**src/rtl/adc_clk_sequencer.sv**
```systemverilog
// Startup and supervision controller for the ADC 160->320 MHz rate-changer clock.
// It resets the clock wizard, waits for a settled lock with bounded retries, and re-sequences on lock loss.
module adc_clk_sequencer #(
    parameter int unsigned RESET_CYCLES  = 16,
    parameter int unsigned LOCK_TIMEOUT  = 65536,
    parameter int unsigned SETTLE_CYCLES = 1024,
    parameter int unsigned MAX_RETRIES   = 3
) (
    input  logic       clkin160,
    input  logic       reset,
    input  logic       enable,
    input  logic       clear_fault,
    input  logic       dcm_locked,
    output logic       dcm_reset,
    output logic       datapath_en,
    output logic       ready,
    output logic       fault,
    output logic [3:0] retry_count,
    output logic [7:0] lock_loss_count,
    output logic [2:0] state
);

    localparam int unsigned MAX_A = (RESET_CYCLES > SETTLE_CYCLES) ? RESET_CYCLES : SETTLE_CYCLES;
    localparam int unsigned MAX_C = (MAX_A > LOCK_TIMEOUT) ? MAX_A : LOCK_TIMEOUT;
    localparam int          TW    = (MAX_C > 1) ? $clog2(MAX_C) : 1;

    localparam logic [TW-1:0] RST_LAST    = TW'(RESET_CYCLES - 1);
    localparam logic [TW-1:0] LOCK_LAST   = TW'(LOCK_TIMEOUT - 1);
    localparam logic [TW-1:0] SETTLE_LAST = TW'(SETTLE_CYCLES - 1);
    localparam logic [3:0]    RETRY_MAX   = 4'(MAX_RETRIES);

    typedef enum logic [2:0] {
        ST_OFF       = 3'd0,
        ST_RST       = 3'd1,
        ST_WAIT_LOCK = 3'd2,
        ST_SETTLE    = 3'd3,
        ST_RUN       = 3'd4,
        ST_FAULT     = 3'd5
    } state_e;

    state_e        state_q, state_d;
    logic [TW-1:0] timer_q, timer_d;
    logic [3:0]    retry_q, retry_d;
    logic [7:0]    lloss_q, lloss_d;
    logic          sync1_q, locked_s_q;
    logic          dcm_reset_q, ready_q, fault_q;
    logic          fail;

    always_comb begin
        state_d = state_q;
        timer_d = timer_q;
        retry_d = retry_q;
        lloss_d = lloss_q;
        fail    = 1'b0;
        if (state_q == ST_OFF) begin
            retry_d = '0;
        end
        // Dropping enable wins over everything except a latched fault.
        if (!enable && (state_q != ST_FAULT)) begin
            state_d = ST_OFF;
            timer_d = '0;
        end else begin
            case (state_q)
                ST_OFF: begin
                    state_d = ST_RST;
                    timer_d = '0;
                end
                ST_RST: begin
                    if (timer_q == RST_LAST) begin
                        state_d = ST_WAIT_LOCK;
                        timer_d = '0;
                    end else begin
                        timer_d = timer_q + 1'b1;
                    end
                end
                ST_WAIT_LOCK: begin
                    if (locked_s_q) begin
                        state_d = ST_SETTLE;
                        timer_d = '0;
                    end else if (timer_q == LOCK_LAST) begin
                        fail = 1'b1;
                    end else begin
                        timer_d = timer_q + 1'b1;
                    end
                end
                ST_SETTLE: begin
                    if (!locked_s_q) begin
                        fail = 1'b1;
                    end else if (timer_q == SETTLE_LAST) begin
                        state_d = ST_RUN;
                        timer_d = '0;
                        retry_d = '0;
                    end else begin
                        timer_d = timer_q + 1'b1;
                    end
                end
                ST_RUN: begin
                    if (!locked_s_q) begin
                        state_d = ST_RST;
                        timer_d = '0;
                        if (lloss_q != 8'hFF) begin
                            lloss_d = lloss_q + 8'd1;
                        end
                    end
                end
                ST_FAULT: begin
                    if (clear_fault) begin
                        state_d = ST_OFF;
                        timer_d = '0;
                        retry_d = '0;
                    end
                end
                default: begin
                    state_d = ST_OFF;
                    timer_d = '0;
                end
            endcase
        end
        // A failed attempt retries from RST until the budget runs out.
        if (fail) begin
            timer_d = '0;
            if (retry_q < RETRY_MAX) begin
                retry_d = retry_q + 4'd1;
                state_d = ST_RST;
            end else begin
                state_d = ST_FAULT;
            end
        end
    end

    always_ff @(posedge clkin160 or posedge reset) begin
        if (reset) begin
            sync1_q     <= 1'b0;
            locked_s_q  <= 1'b0;
            state_q     <= ST_OFF;
            timer_q     <= '0;
            retry_q     <= '0;
            lloss_q     <= '0;
            dcm_reset_q <= 1'b1;
            ready_q     <= 1'b0;
            fault_q     <= 1'b0;
        end else begin
            sync1_q     <= dcm_locked;
            locked_s_q  <= sync1_q;
            state_q     <= state_d;
            timer_q     <= timer_d;
            retry_q     <= retry_d;
            lloss_q     <= lloss_d;
            dcm_reset_q <= (state_d == ST_OFF) || (state_d == ST_RST) || (state_d == ST_FAULT);
            ready_q     <= (state_d == ST_RUN);
            fault_q     <= (state_d == ST_FAULT);
        end
    end

    assign dcm_reset       = dcm_reset_q;
    assign datapath_en     = ready_q;
    assign ready           = ready_q;
    assign fault           = fault_q;
    assign retry_count     = retry_q;
    assign lock_loss_count = lloss_q;
    assign state           = state_q;

endmodule

```
**config.mk**
```make
export PLATFORM = sky130hd
export DESIGN_NAME = adc_clk_sequencer
export DESIGN_NICKNAME = d
export VERILOG_FILES = /design/src/rtl/adc_clk_sequencer.sv
export SDC_FILE = /design/constraint.sdc
export NUM_CORES = 1
export LEC_CHECK = 0
export BUFFER_PORTS_ARGS = -buffer_cell sky130_fd_sc_hd__buf_2
export CORE_MARGIN = 3
export CORE_UTILIZATION = 25
export CTS_BUF_LIST = sky130_fd_sc_hd__clkbuf_2
export CTS_CLUSTER_DIAMETER = 30
export DETAILED_ROUTE_END_ITERATION = 12
export PLACE_DENSITY = 0.39
export SETUP_SLACK_MARGIN = 0.15
export SYNTH_ARGS = -nofsm -noshare
export SYNTH_HDL_FRONTEND = slang
export SYNTH_SLANG_ARGS = --single-unit
export TNS_END_PERCENT = 10
```
**constraint.sdc**
```tcl
create_clock -name clkin160 -period 3.7 [get_ports clkin160]
set_input_delay 0.185 -clock clkin160 [delete_from_list [all_inputs] [get_ports clkin160]]
set_output_delay 0.185 -clock clkin160 [all_outputs]
set_load 0.005 [all_outputs]
```
==> results.yml <==
run:
  cap_viol_max_count: 0
sta:
  maxSlewViolCount: 0
  finalSetupViolCount: 0
  worstMarginPinSlew_ns: 0.7190
  fin_tns_setup_ns: 0
  fin_crit_sh: 0.7171
  layout_min_cycle_time_ns: 2.653
  relSlewSlack: 0.5207
  fmax_mhz: 376.9
  rsz0062_at_grt: "false"
  finClkSkew_ns: 0.01868
  hold_viol: 0
  holdWs_ns: 0.2176
setup_path:
  crit_buf_inv: 0
  r2r_start: "timer_q[0]"
  critPathMaxStageDelay_ns: 0.57
  critPathTopFamily: "compound AO/OA/AOI/OAI gates"
  path_cells: "ha_1 > nand4_1 > nor3_1 > a21oi_1 > o21ai_4 > o211ai_1"
  worstPathRequired_ns: 3.97
  r2r_cells: 6
  timing.rr.end: "timer_q[3]"
  worstSetupEndpointType: "register"
  start_kind: "register"
  reg2reg_slack_ns: 1.05
  cp.arrival_ns: 2.92
  path_class: "reg -> reg"
  crit_slowest_cell: "o21ai_4"
  cp_max_fo: 16
min_path:
  hold_depth: 4
  worstHoldStart: "clear_fault"
  hold_path_class: "in -> reg"
  whs_endpoint: "fault"
yosys:
  yosys.area_share.simple: 0.2579
  synth_compound_area_frac: 0.1494
  avgSynthCellArea_sq_um: 10.18
  ys_types: 47
  synth_fa_ha_area_frac: 0.01892
  syn-cell-area_sq_um: 1984
  async_flop_share: 1.000
  syn_nets: 203
  synth_flop_cell: "dfrtp_1"
  yosysSeqAreaShare: 0.4546
  synthXorXnorAreaFrac: 0.07945
  synth_top_family_by_area: "simple AND/OR/NAND/NOR gates"
  synth_cells: 195
  yosysWarnings: 0
  synth_area_leaders: "dfrtp_1 (44%), xnor2_1 (6.6%), a21oi_2 (4.4%)"
  synth_edf_count: 0
  synth_top_area_frac: 0.4414
  yosysMostFrequentCell: "dfrtp_1"
  synth_commonest_cells: "dfrtp_1 (35), nand2_1 (17), xnor2_1 (15)"
  synth_seq_cells: 36
  synth_top_area_cell: "dfrtp_1"
  yosys-mux-area-fraction: 0.01135
clock_tree:
  clk_latency_ns: 0.40
  h-tree-depth: 2
  cts_buffers: 5
  root_buffer: "clkbuf_2"
  cts_resized: 0
  cts.clk_slew.worst_paths_ns: 0.20
  cts_tree: "yes"
  clock_path_buffers: 2
  cts_sinks: 36
global_routing:
  grt_use_total: 0.1067
  grt_overflow: 0
  grt_pass1_wl_mm: 7.500
  grt_pass1_vias: 1492
  grt_antenna_before_repair: 0
  grt_max_degree: 37
placement:
  io_buffer_count: 23
  detailedPlacementHpwl_mm: 3.118
  place_area_sq_um: 2201
  place_congestion: 0.7268
floorplan:
  die_w_microns: 95.10
  die-area_sq_um: 9043
  pin_count: 24
  die_height_microns: 95.10
  rows: 31
  initial_core_util: 0.2651
  core_sq_um: 7486
finish:
  final_nets: 230
  fill_cells: 805
  antenna_cells: 0
  drive_gt1_frac: 0.2377
  syn2layout_area_growth_pct: 15.32
  fin_area_sq_um: 2288
run_status:
  run_status: "completed"
power:
  switching_share: 0.2550
  p_switching_uw: 178.8
  p_leak_uw: 0.0009794
  p_seq_frac: 0.575
  intPower_uw: 522.2
  p_per_area_nw_per_um2: 306.3
  peakVddDrop_mv: 0.1113
  p_comb_frac: 0.053
  power_frac_clock: 0.372
detailed_routing:
  drtIter0Drc: 92
  antenna_left: 0
  firstDrtPassIters: 4
  drc_errors: 0
  vias_per_cell: 4.686
  routed_wl_mm: 4.425
  wl_per_cell_microns: 13.74
  routed-via-count: 1509
-- flip-flops by register name, summed over array words and instances (netlist names) --
signal           cells
timer_q             16
lock_loss_count      8
retry_count          4
state                3
datapath_en          1
dcm_reset            1
fault                1
locked_s_q           1
sync1_q              1
-- what timing repair did --
action / in CTS / in global routing
buffers inserted: 0 / 0
hold buffers: 2 / 0
endpoints found under the hold margin: 36 / 0
-- power by group through the flow --
stage / Combinational [uW] / Sequential (uW) / Clock, uW
after floorplan: 27.7 / 407 / 0
after global placement: 37.2 / 410 / 0
after detailed placement: 37.3 / 410 / 0
after CTS: 38.9 / 403 / 275
after global routing: 43.3 / 404 / 289
final: 37.1 / 403 / 261
-- worst register-to-register path: stages, from the launching register on --
cell and delay [ns]:
dfrtp_1 0.44, ha_1 0.25, nand4_1 0.26, nor3_1 0.55
a21oi_1 0.28, o21ai_4 0.57, o211ai_1 0.18
-- placed cells by master, fill, tap and decap left out, drive strengths merged, types with 2 or more instances in the layout --
master       synthesis  final
and4                 5      5
nand2               17     17
nand3                4      4
a22o                 2      2
and3                 4      4
dfrtp               35     35
xor2                 3      3
ha                   3      3
nand4                6      6
dlygate4sd3          0      2
nor4                 3      3
nor2                11     11
buf                  2     25
nand2b               4      4
nor2b                3      3
o21ai                6      6
mux2                 2      2
nor3b                2      2
nor3                 8      8
nand3b               3      3
a21oi               18     18
xnor2               15     15
or4                  2      2
clkbuf               5      5
o211ai               5      5
nor4b                3      3
inv                  5      5
and2                 6      6
a31oi                3      3
-- how the worst max path moves through the flow --
stage | start | end | slack, ns | cells after the start
after floorplan | timer_q[0] | timer_q[10] | 1.68 | 7
after global placement | timer_q[0] | timer_q[3] | 1.14 | 6
after detailed placement | timer_q[0] | timer_q[3] | 1.01 | 6
after CTS | timer_q[0] | timer_q[3] | 0.98 | 6
after global routing | timer_q[0] | timer_q[3] | 0.78 | 6
final | timer_q[0] | timer_q[3] | 1.05 | 6
-- layer usage --
metal | share of wire | GRT usage | routed length (microns)
met1 | 0.51 | 0.1498 | 2268
met5 | 0 | 0 | 0
met4 | 0.012 | 0.03606 | 55
met3 | 0.043 | 0.02762 | 192
met2 | 0.43 | 0.1586 | 1909
-- layout make-up --
type                       count  area (sq um)  area share
inverter                       5         18.77    0.008201
clock buffer                   5         25.02     0.01093
timing repair buffer          27         150.1     0.06561
multi-input combinational    147          1026      0.4483
sequential                    36         902.1      0.3942
tap                           99         123.9     0.05413
clock inverter                 3         42.54     0.01859
-- metrics by stage --
step / utilization / worst slack, ns / total power [uW] / instances
2_1_floorplan: - / 1.679 / 434.5 / 195
5_1_grt: 0.3057 / 0.7794 / 736.9 / 322
4_1_cts: 0.3057 / 0.9845 / 717.1 / 322
3_3_place_gp: 0.2940 / 1.139 / 447.4 / 312
3_5_place_dp: 0.2940 / 1.013 / 447.4 / 312
6_report: 0.3057 / 1.047 / 700.9 / 322
-- kinds of logic (layout without fill, tap and decap cells) --
family | Yosys count | count (layout)
xor gates and xnor gates | 18 | 18
and+or+nand+nor | 85 | 85
AOI/OAI and AO/OA | 39 | 39
adders and majority gates | 3 | 3
DFF | 36 | 36
buffers and inverters | 12 | 40
muxes | 2 | 2
(Power assumes the default switching activity.)
